--- src/rtl/dmem_bus_demux_if.sv ---
// Bus bundle of the data-memory demux: CPU request/response side,
// shared registered request fields and per-target handshakes.
interface dmem_bus_demux_if;
   logic        m_valid;
   logic        m_ready;
   logic        m_we;
   logic [31:0] m_addr;
   logic [31:0] m_wdata;
   logic        m_rvalid;
   logic [31:0] m_rdata;
   logic        m_err;

   logic        t_we;
   logic [31:0] t_addr;
   logic [31:0] t_wdata;

   logic        a_valid;
   logic        a_ready;
   logic        a_rvalid;
   logic [31:0] a_rdata;

   logic        b_valid;
   logic        b_ready;
   logic        b_rvalid;
   logic [31:0] b_rdata;

   modport slave (
      input  m_valid, m_we, m_addr, m_wdata,
      input  a_ready, a_rvalid, a_rdata,
      input  b_ready, b_rvalid, b_rdata,
      output m_ready, m_rvalid, m_rdata, m_err,
      output t_we, t_addr, t_wdata,
      output a_valid, b_valid
   );

   modport master (
      output m_valid, m_we, m_addr, m_wdata,
      output a_ready, a_rvalid, a_rdata,
      output b_ready, b_rvalid, b_rdata,
      input  m_ready, m_rvalid, m_rdata, m_err,
      input  t_we, t_addr, t_wdata,
      input  a_valid, b_valid
   );
endinterface

--- src/rtl/dmem_bus_demux.sv ---
// Routes one CPU data request to target A (RAM) or B (MMIO window).
// Define DEMUX_TIMEOUT_EN to bound each target transaction to TIMEOUT cycles.
module dmem_bus_demux #(
   parameter logic [31:0] B_BASE  = 32'h1000_0000,
   parameter logic [31:0] B_MASK  = 32'hF000_0000,
   parameter int          TIMEOUT = 16
) (
   input logic             clk,
   input logic             rst_n,
   dmem_bus_demux_if.slave bus
);
   typedef enum logic [2:0] {
      IDLE,
      REQ_A,
      REQ_B,
      WAIT_A,
      WAIT_B,
      RESP
   } state_t;

   state_t state;
   logic   sel_b;
   logic   misaligned;
   logic   accept;
   logic   tmo_hit;

   assign sel_b      = (bus.m_addr & B_MASK) == B_BASE;
   assign misaligned = |bus.m_addr[1:0];
   assign accept     = (state == IDLE) && bus.m_valid && bus.m_ready;

`ifdef DEMUX_TIMEOUT_EN
   localparam logic [15:0] TMO_LAST = 16'(TIMEOUT - 1);

   logic [15:0] tmo_cnt;

   // tmo_cnt = cycles already spent in REQ_x/WAIT_x for this request
   assign tmo_hit = tmo_cnt == TMO_LAST;

   always_ff @(posedge clk) begin
      if (!rst_n || accept) begin
         tmo_cnt <= '0;
      end else if (state inside {REQ_A, REQ_B, WAIT_A, WAIT_B}) begin
         tmo_cnt <= tmo_cnt + 16'd1;
      end
   end
`else
   logic unused_timeout;

   assign unused_timeout = TIMEOUT != 0;
   assign tmo_hit        = 1'b0;
`endif

   always_ff @(posedge clk) begin
      if (!rst_n) begin
         state       <= IDLE;
         bus.m_ready  <= 1'b0;
         bus.m_rvalid <= 1'b0;
         bus.m_rdata  <= '0;
         bus.m_err    <= 1'b0;
         bus.t_we     <= 1'b0;
         bus.t_addr   <= '0;
         bus.t_wdata  <= '0;
         bus.a_valid  <= 1'b0;
         bus.b_valid  <= 1'b0;
      end else begin
         bus.m_rvalid <= 1'b0;
         unique case (state)
            IDLE: begin
               bus.m_ready <= 1'b1;
               if (accept) begin
                  bus.m_ready <= 1'b0;
                  bus.t_we    <= bus.m_we;
                  bus.t_addr  <= bus.m_addr;
                  bus.t_wdata <= bus.m_wdata;
                  if (misaligned) begin
                     state        <= RESP;
                     bus.m_rvalid <= 1'b1;
                     bus.m_err    <= 1'b1;
                     bus.m_rdata  <= '0;
                  end else if (sel_b) begin
                     state       <= REQ_B;
                     bus.b_valid <= 1'b1;
                  end else begin
                     state       <= REQ_A;
                     bus.a_valid <= 1'b1;
                  end
               end
            end
            REQ_A: begin
               if (tmo_hit) begin
                  bus.a_valid  <= 1'b0;
                  state        <= RESP;
                  bus.m_rvalid <= 1'b1;
                  bus.m_err    <= 1'b1;
                  bus.m_rdata  <= '0;
               end else if (bus.a_ready) begin
                  bus.a_valid <= 1'b0;
                  state       <= WAIT_A;
               end
            end
            REQ_B: begin
               if (tmo_hit) begin
                  bus.b_valid  <= 1'b0;
                  state        <= RESP;
                  bus.m_rvalid <= 1'b1;
                  bus.m_err    <= 1'b1;
                  bus.m_rdata  <= '0;
               end else if (bus.b_ready) begin
                  bus.b_valid <= 1'b0;
                  state       <= WAIT_B;
               end
            end
            WAIT_A: begin
               if (bus.a_rvalid) begin
                  state        <= RESP;
                  bus.m_rvalid <= 1'b1;
                  bus.m_err    <= 1'b0;
                  bus.m_rdata  <= bus.t_we ? '0 : bus.a_rdata;
               end else if (tmo_hit) begin
                  state        <= RESP;
                  bus.m_rvalid <= 1'b1;
                  bus.m_err    <= 1'b1;
                  bus.m_rdata  <= '0;
               end
            end
            WAIT_B: begin
               if (bus.b_rvalid) begin
                  state        <= RESP;
                  bus.m_rvalid <= 1'b1;
                  bus.m_err    <= 1'b0;
                  bus.m_rdata  <= bus.t_we ? '0 : bus.b_rdata;
               end else if (tmo_hit) begin
                  state        <= RESP;
                  bus.m_rvalid <= 1'b1;
                  bus.m_err    <= 1'b1;
                  bus.m_rdata  <= '0;
               end
            end
            RESP: begin
               state       <= IDLE;
               bus.m_ready <= 1'b1;
            end
            default: begin
               state       <= IDLE;
               bus.m_ready <= 1'b0;
               bus.a_valid <= 1'b0;
               bus.b_valid <= 1'b0;
            end
         endcase
      end
   end
endmodule
--- src/flat_wrapper.sv ---
// flat-port wrapper written by rule: the top's interface ports become plain ports
module dmem_bus_demux_flat 
#(
   parameter logic [31:0] B_BASE  = 32'h1000_0000,
   parameter logic [31:0] B_MASK  = 32'hF000_0000,
   parameter int          TIMEOUT = 16
)
  (clk, rst_n, bus_m_valid, bus_m_we, bus_m_addr, bus_m_wdata, bus_a_ready, bus_a_rvalid, bus_a_rdata, bus_b_ready, bus_b_rvalid, bus_b_rdata, bus_m_ready, bus_m_rvalid, bus_m_rdata, bus_m_err, bus_t_we, bus_t_addr, bus_t_wdata, bus_a_valid, bus_b_valid);
  dmem_bus_demux_if bus_i ();
  input logic clk;
  input logic rst_n;
  input wire logic [$bits(bus_i.m_valid)-1:0] bus_m_valid;
  input wire logic [$bits(bus_i.m_we)-1:0] bus_m_we;
  input wire logic [$bits(bus_i.m_addr)-1:0] bus_m_addr;
  input wire logic [$bits(bus_i.m_wdata)-1:0] bus_m_wdata;
  input wire logic [$bits(bus_i.a_ready)-1:0] bus_a_ready;
  input wire logic [$bits(bus_i.a_rvalid)-1:0] bus_a_rvalid;
  input wire logic [$bits(bus_i.a_rdata)-1:0] bus_a_rdata;
  input wire logic [$bits(bus_i.b_ready)-1:0] bus_b_ready;
  input wire logic [$bits(bus_i.b_rvalid)-1:0] bus_b_rvalid;
  input wire logic [$bits(bus_i.b_rdata)-1:0] bus_b_rdata;
  output wire logic [$bits(bus_i.m_ready)-1:0] bus_m_ready;
  output wire logic [$bits(bus_i.m_rvalid)-1:0] bus_m_rvalid;
  output wire logic [$bits(bus_i.m_rdata)-1:0] bus_m_rdata;
  output wire logic [$bits(bus_i.m_err)-1:0] bus_m_err;
  output wire logic [$bits(bus_i.t_we)-1:0] bus_t_we;
  output wire logic [$bits(bus_i.t_addr)-1:0] bus_t_addr;
  output wire logic [$bits(bus_i.t_wdata)-1:0] bus_t_wdata;
  output wire logic [$bits(bus_i.a_valid)-1:0] bus_a_valid;
  output wire logic [$bits(bus_i.b_valid)-1:0] bus_b_valid;
  assign bus_i.m_valid = bus_m_valid;
  assign bus_i.m_we = bus_m_we;
  assign bus_i.m_addr = bus_m_addr;
  assign bus_i.m_wdata = bus_m_wdata;
  assign bus_i.a_ready = bus_a_ready;
  assign bus_i.a_rvalid = bus_a_rvalid;
  assign bus_i.a_rdata = bus_a_rdata;
  assign bus_i.b_ready = bus_b_ready;
  assign bus_i.b_rvalid = bus_b_rvalid;
  assign bus_i.b_rdata = bus_b_rdata;
  assign bus_m_ready = bus_i.m_ready;
  assign bus_m_rvalid = bus_i.m_rvalid;
  assign bus_m_rdata = bus_i.m_rdata;
  assign bus_m_err = bus_i.m_err;
  assign bus_t_we = bus_i.t_we;
  assign bus_t_addr = bus_i.t_addr;
  assign bus_t_wdata = bus_i.t_wdata;
  assign bus_a_valid = bus_i.a_valid;
  assign bus_b_valid = bus_i.b_valid;
  dmem_bus_demux #(.B_BASE(B_BASE), .B_MASK(B_MASK), .TIMEOUT(TIMEOUT)) u_core (.clk(clk), .rst_n(rst_n), .bus(bus_i));
endmodule
--- config.mk ---
export PLATFORM = sky130hd
export DESIGN_NAME = dmem_bus_demux_flat
export DESIGN_NICKNAME = d
export VERILOG_FILES = /design/src/rtl/dmem_bus_demux_if.sv /design/src/rtl/dmem_bus_demux.sv /design/src/flat_wrapper.sv
export SDC_FILE = /design/constraint.sdc
export NUM_CORES = 1
export LEC_CHECK = 0
export ABC_AREA = 1
export BUFFER_PORTS_ARGS = -buffer_cell sky130_fd_sc_hd__clkbuf_2
export CAP_MARGIN = 20
export CELL_PAD_IN_SITES_DETAIL_PLACEMENT = 2
export CELL_PAD_IN_SITES_GLOBAL_PLACEMENT = 2
export CORE_UTILIZATION = 23
export CTS_BUF_LIST = sky130_fd_sc_hd__clkbuf_8
export DETAILED_ROUTE_END_ITERATION = 10
export PLACE_DENSITY = 0.9
export SLEW_MARGIN = 20
export SYNTH_ARGS = -nofsm -noshare
export SYNTH_HDL_FRONTEND = slang
export SYNTH_SLANG_ARGS = --single-unit
--- constraint.sdc ---
create_clock -name clk -period 1.7 [get_ports clk]
set_input_delay 0.34 -clock clk [delete_from_list [all_inputs] [get_ports clk]]
set_output_delay 0.34 -clock clk [all_outputs]
set_load 0.02 [all_outputs]
==> results.cfg, run 1 <==
[placement]
portBuffers = 237
pre_cts_slack_ns = 0.00833
gp_congestion = 0.758
place_area_um2 = 5820
dp_hpwl_um = 13100

[detailed_routing]
dr.pass1.iters = 6
avgViaCountPerCell = 4.54
drc_errors = 0
routed_wirelength_um = 17500
wire_per_inst_um = 16.0
drt-initial-drc-count = 151
final_antenna_net_count = 0
via_count = 4958

[sta]
tns_ns = 0
setup_viol = 0
max_freq_mhz = 634
finClkSkew_ns = 0.0181
slew_headroom = 0.636
fin_crit_sh = 0.928
final.setup.worst_slack_ns = 0.123
hold_viol = 0
max_slew.worst_pin.slew_ns = 0.546
period_needed_ns = 1.58
final-max-slew-violation-count = 0
hold_ws_ns = 0.164
rsz0062_at_grt = no

[finish]
nets = 988
final_cell_mix = clkbuf_2 (237), nor2_1 (149), nand2_1 (139), dfxtp_1 (103), o21ai_0 (73)
drive_gt1_frac = 0.338
fillerInstances = 2290
fin_area_um2 = 6030
final_core_util = 0.323
layout_commonest_cell = clkbuf_2
syn2layout_area_growth_pct = 37.8
antenna_cells = 0

[synthesis]
avgSynthCellArea_um2 = 6.97
synth_area_leader_cell = dfxtp_1
synth_cells = 628
yosys-top-cells-area = dfxtp_1 (48%), nor2_1 (13%), nand2_1 (12%)
ys_seq_area_frac = 0.481
synth-seq-cells = 105
ys_warn_count = 0
syn_area_um2 = 4370
ys_types = 19
netlist.area_leader.share = 0.481
synth.net_count = 764

[setup_path]
max_stage_delay_ns = 0.36
critPathArrivalTime_ns = 1.24
cp.buffers_inverters = 2
start_kind = register
crit_type = reg -> out
worstPathRequired_ns = 1.36
cp_cell_sequence = buf_4, clkbuf_2
crit_fanout = 21
cp-end-kind = output port
cp_top_family = buffers and inverters
crit_slowest_cell = dfxtp_1

[global_route]
grt.overflow.total = 0
grt_pass1_vias = 5354
antenna_found_initial = 1
grt_pass1_wl_um = 27700
track_usage = 0.179
grt_max_degree = 52

[hold_path]
hp-class = in -> reg

[status]
outcome = completed

[cts]
cts_setup_buffers = 0
cts_max_level = 3
path_clk_slew_ns = 0.12
clock_tree.buffer_depth = 2
tritoncts_num_sinks = 105
numCtsBuffers = 9
cts_tree = built
worstSkewPairLatency_ns = 0.39
ctsRootBufferMaster = clkbuf_8

[power]
power.density_nw_per_um2 = 1320
p_leak_nw = 2.98
vdd_drop_max_uv = 523

[floorplan]
io_pins = 238
coreArea_um2 = 18600
die_w_um = 140
die_area_um2 = 19600
die_h_um = 140
start_util = 0.235
rows = 50

[flow_run]
cap_violations = 0
## cell usage after synthesis (all sizes together)
cell type / instances
a21oi: 60
buf: 16
clkbuf: 24
dfxtp: 105
inv: 25
nand2: 144
nand3: 19
nand3b: 1
nand4: 1
nor2: 156
o211ai: 1
o21ai: 76
## flip-flops by register name, summed over array words and instances, names as in the netlist
| signal | cells |
|---|---|
| u_core.bus.t_wdata | 32 |
| u_core.bus.m_err | 1 |
| u_core.bus.t_addr | 32 |
| u_core.bus.a_valid | 1 |
| u_core.state | 3 |
| u_core.bus.m_rvalid | 1 |
| u_core.bus.m_ready | 1 |
| u_core.bus.b_valid | 1 |
| u_core.bus.t_we | 1 |
| u_core.bus.m_rdata | 32 |
## power by group
part | internal [mW] | switching (mW) | leakage, nW
Clock | 0.596 | 0.981 | 0.0952
Sequential | 2.94 | 0.274 | 0.854
Combinational | 1.01 | 2.14 | 2.03
Total | 4.55 | 3.40 | 2.98
## worst paths after layout
kind / from / endpoint / slack (ns) / cells after the start
setup / recovery: u_core.bus.t_we / bus_t_we / 0.12 / 2
hold / removal: bus_m_addr[24] / u_core.bus.t_addr[24] / 0.16 / 3
hold reg to reg: u_core.bus.m_rdata[9] / u_core.bus.m_rdata[9] / 0.47 / 2
setup reg to reg: u_core.state[1] / u_core.bus.m_rdata[19] / 0.12 / 9
## repair_timing
action,in CTS,in global routing
endpoints found under the hold margin,0,0
resized for setup,1,4
setup endpoints to repair,8,31
hold buffers,0,0
## layer usage
layer / up-vias / wire length [µm] / track usage
met3: 18 / 1430 / 0.0598
met4: 2 / 212 / 0.0526
met1: 2329 / 7090 / 0.196
met2: 173 / 8760 / 0.326
met5: - / 13 / 0
li1: 2436 / - / -
## tightest hold or removal path: stages
cell and delay, ns:
clkbuf_2 0.08, nor2_1 0.03, nor2_1 0.08
## cells by family after synthesis
logic type / Yosys count / synth area share
buffers and inverters: 65 / 0.0644
flip-flops: 105 / 0.481
AND/OR/NAND/NOR: 321 / 0.298
AO/OA/AOI/OAI: 137 / 0.157
## layout make-up
type / instances / area, µm² / share of cell area
well taps: 234 / 293 / 0.0486
multi-input cells: 458 / 2000 / 0.332
inverters: 25 / 93.8 / 0.0156
flip-flops and latches: 105 / 2100 / 0.349
repair buffers: 253 / 1350 / 0.224
clock buffers: 10 / 138 / 0.0228
clock inverters: 6 / 50.0 / 0.00830
## per-stage QoR
step                      power, mW  cells
after detailed placement       6.44   1075
after CTS                      8.07   1091
after global routing           8.50   1091
after global placement         6.31   1075
final                          7.95   1091
after floorplan                5.22    628
Power figures use the tool's default switching activity.
==> inputs of run 2 (changes only) <==
- CORE_UTILIZATION: 23 -> 25
- PLACE_DENSITY: 0.9 -> 0.95
- clock period: 1.7 -> 1.95 ns (I/O delays scaled with it)
==> run 2 against run 1 <==
  * Hold slack better by 0.067 ns
  * Global-route usage up 1.9 points
  * Final cell count down 1.3%
  * Sequential power down 12%
  * Clock skew down 0.0082 ns
  * Final area down 0.62%
  * Wire length up 2.5%
  * Die area down 7.9%
  * Clock power down 13%
  * Worst setup slack better by 0.042 ns
  * Sequential share of layout area up 0.18 points
  * Combinational power down 13%
  * Highest routed layer is now met4
==> results.cfg, run 2 (synthesis gave the netlist of run 1 again) <==
[status]
outcome = completed

[detailed_routing]
drt-initial-drc-count = 124
drc_errors = 0
wire_per_inst_um = 16.7
avgViaCountPerCell = 4.68
dr.pass1.iters = 4
via_count = 5041
routed_wirelength_um = 17900
final_antenna_net_count = 0

[power]
p_clk_frac = 0.199
p_leak_nw = 2.97
vdd_drop_max_uv = 515
power_switching_mw = 2.98
p_int_mw = 3.95
swShare = 0.430
power.density_nw_per_um2 = 1160
pwr-share-comb = 0.394
share_seq_of_total_power = 0.407

[finish]
fillerInstances = 2048
nets = 988
drive_gt1_frac = 0.335
fin_area_um2 = 5990
antenna_cells = 0
syn2layout_area_growth_pct = 37.0
reg.largest.list = u_core.bus.m_rdata (32), u_core.bus.t_addr (32), u_core.bus.t_wdata (32)
layout_commonest_cell = clkbuf_2
final_cell_mix = clkbuf_2 (237), nor2_1 (150), nand2_1 (139), dfxtp_1 (105), o21ai_0 (73)

[global_route]
grt_pass1_vias = 5347
grt_max_degree = 71
antenna_found_initial = 0
grt.overflow.total = 0
grt_pass1_wl_um = 27800
track_usage = 0.198

[setup_path]
cp_cell_sequence = inv_2, nand2_2, nor2_4, buf_4, nand2_1, a21oi_1, nand2_1, a21oi_1
r2r_start = u_core.state[1]
cp-end-kind = register
worstPathRequired_ns = 2.25
critPathArrivalTime_ns = 2.09
crit_type = reg -> reg
max_stage_delay_ns = 0.39
rr_worst_depth = 8
crit_slowest_cell = dfxtp_1
crit_fanout = 32
start_kind = register
r2r_slack_ns = 0.16
timing.rr.end = u_core.bus.m_rdata[25]

[sta]
hold_viol = 0
tns_ns = 0
period_needed_ns = 1.79
finClkSkew_ns = 0.00985
slew_headroom = 0.584
setup_viol = 0
max_slew.worst_pin.slew_ns = 0.623
final-max-slew-violation-count = 0
fin_crit_sh = 0.916
rsz0062_at_grt = no
max_freq_mhz = 560

[cts]
postCtsHoldBufs = 0
clock_tree.buffer_depth = 2
cts_max_level = 3
numCtsBuffers = 9
cts_setup_buffers = 0
tritoncts_num_sinks = 105
path_clk_slew_ns = 0.11
cts_tree = built
ctsRootBufferMaster = clkbuf_8
worstSkewPairLatency_ns = 0.38

[hold_path]
hold_depth = 3
min_to = u_core.bus.t_wdata[26]
min_from = bus_m_wdata[26]
hp-class = in -> reg

[flow_run]
cap_violations = 0

[floorplan]
start_util = 0.260
coreArea_um2 = 16800
rows = 47
die_w_um = 134
die_area_um2 = 18000
io_pins = 238
die_h_um = 134

[placement]
dp_hpwl_um = 13700
place_area_um2 = 5790
gp_congestion = 0.760
portBuffers = 237
[run 2: changes by cell type in the layout (fill, tap and decap cells not counted), sizes merged]
cell / before / now
clkinv: 2 / 1
inv: 28 / 29
[run 2: area by class of cell]
type / instances / area [µm²] / share of cell area
flip-flops and latches: 105 / 2100 / 0.351
clock buffers: 10 / 138 / 0.0230
inverters: 25 / 93.8 / 0.0157
multi-input cells: 458 / 1990 / 0.332
repair buffers: 253 / 1340 / 0.223
well taps: 220 / 275 / 0.0459
clock inverters: 6 / 56.3 / 0.00940
[run 2: worst max-delay path, delay by kind of cell, from the launching register on]
kind                   cells  cell delay (ns)
AND/OR/NAND/NOR            4             0.40
AO/OA/AOI/OAI              2             0.38
buffers and inverters      2             0.51
flip-flops                 1             0.39
[run 2: power groups by stage]
stage	logic (mW)	clock network [mW]	registers (mW)
global placement	2.65	0	2.83
CTS	2.79	1.45	2.83
global route	3.02	1.52	2.87
finish	2.73	1.38	2.82
detailed placement	2.76	0	2.86
floorplan	1.25	0	3.30
[run 2: repair_timing]
action | in CTS | in global routing
resized for setup | 0 | 1
endpoints found under the setup margin | 0 | 1
hold endpoints to repair | 0 | 0
[run 2: metrics by stage]
stage / hold slack (ns) / power, mW / std cells / setup WS, ns / util
after CTS: 0.207 / 7.06 / 1077 / 0.0777 / 0.356
after detailed placement: 0.459 / 5.63 / 1061 / 0.124 / 0.344
after global routing: 0.220 / 7.41 / 1077 / 0.0468 / 0.356
after floorplan: 0.525 / 4.55 / 628 / 0.508 / -
after global placement: 0.452 / 5.48 / 1061 / 0.313 / 0.344
final: 0.232 / 6.94 / 1077 / 0.164 / 0.356
[run 2: routing by layer]
metal	GRT usage	wire length, µm	vias to the layer above
met5	0	0	-
met4	0.0568	258	0
met3	0.0699	1640	16
met2	0.358	8700	191
met1	0.216	7330	2392
li1	-	-	2442
[run 2: how the worst max path moves through the flow]
| stage | endpoint | start | slack [ns] | cells past startpoint |
|---|---|---|---|---|
| floorplan | u_core.bus.m_rdata[0] | u_core.bus.t_we | 0.51 | 7 |
| global placement | u_core.bus.m_rdata[30] | u_core.state[0] | 0.31 | 9 |
| detailed placement | u_core.bus.t_wdata[18] | u_core.state[1] | 0.12 | 6 |
| CTS | u_core.bus.t_wdata[18] | u_core.state[1] | 0.08 | 6 |
| global route | u_core.bus.m_rdata[25] | u_core.state[1] | 0.05 | 8 |
| finish | u_core.bus.m_rdata[25] | u_core.state[1] | 0.16 | 8 |
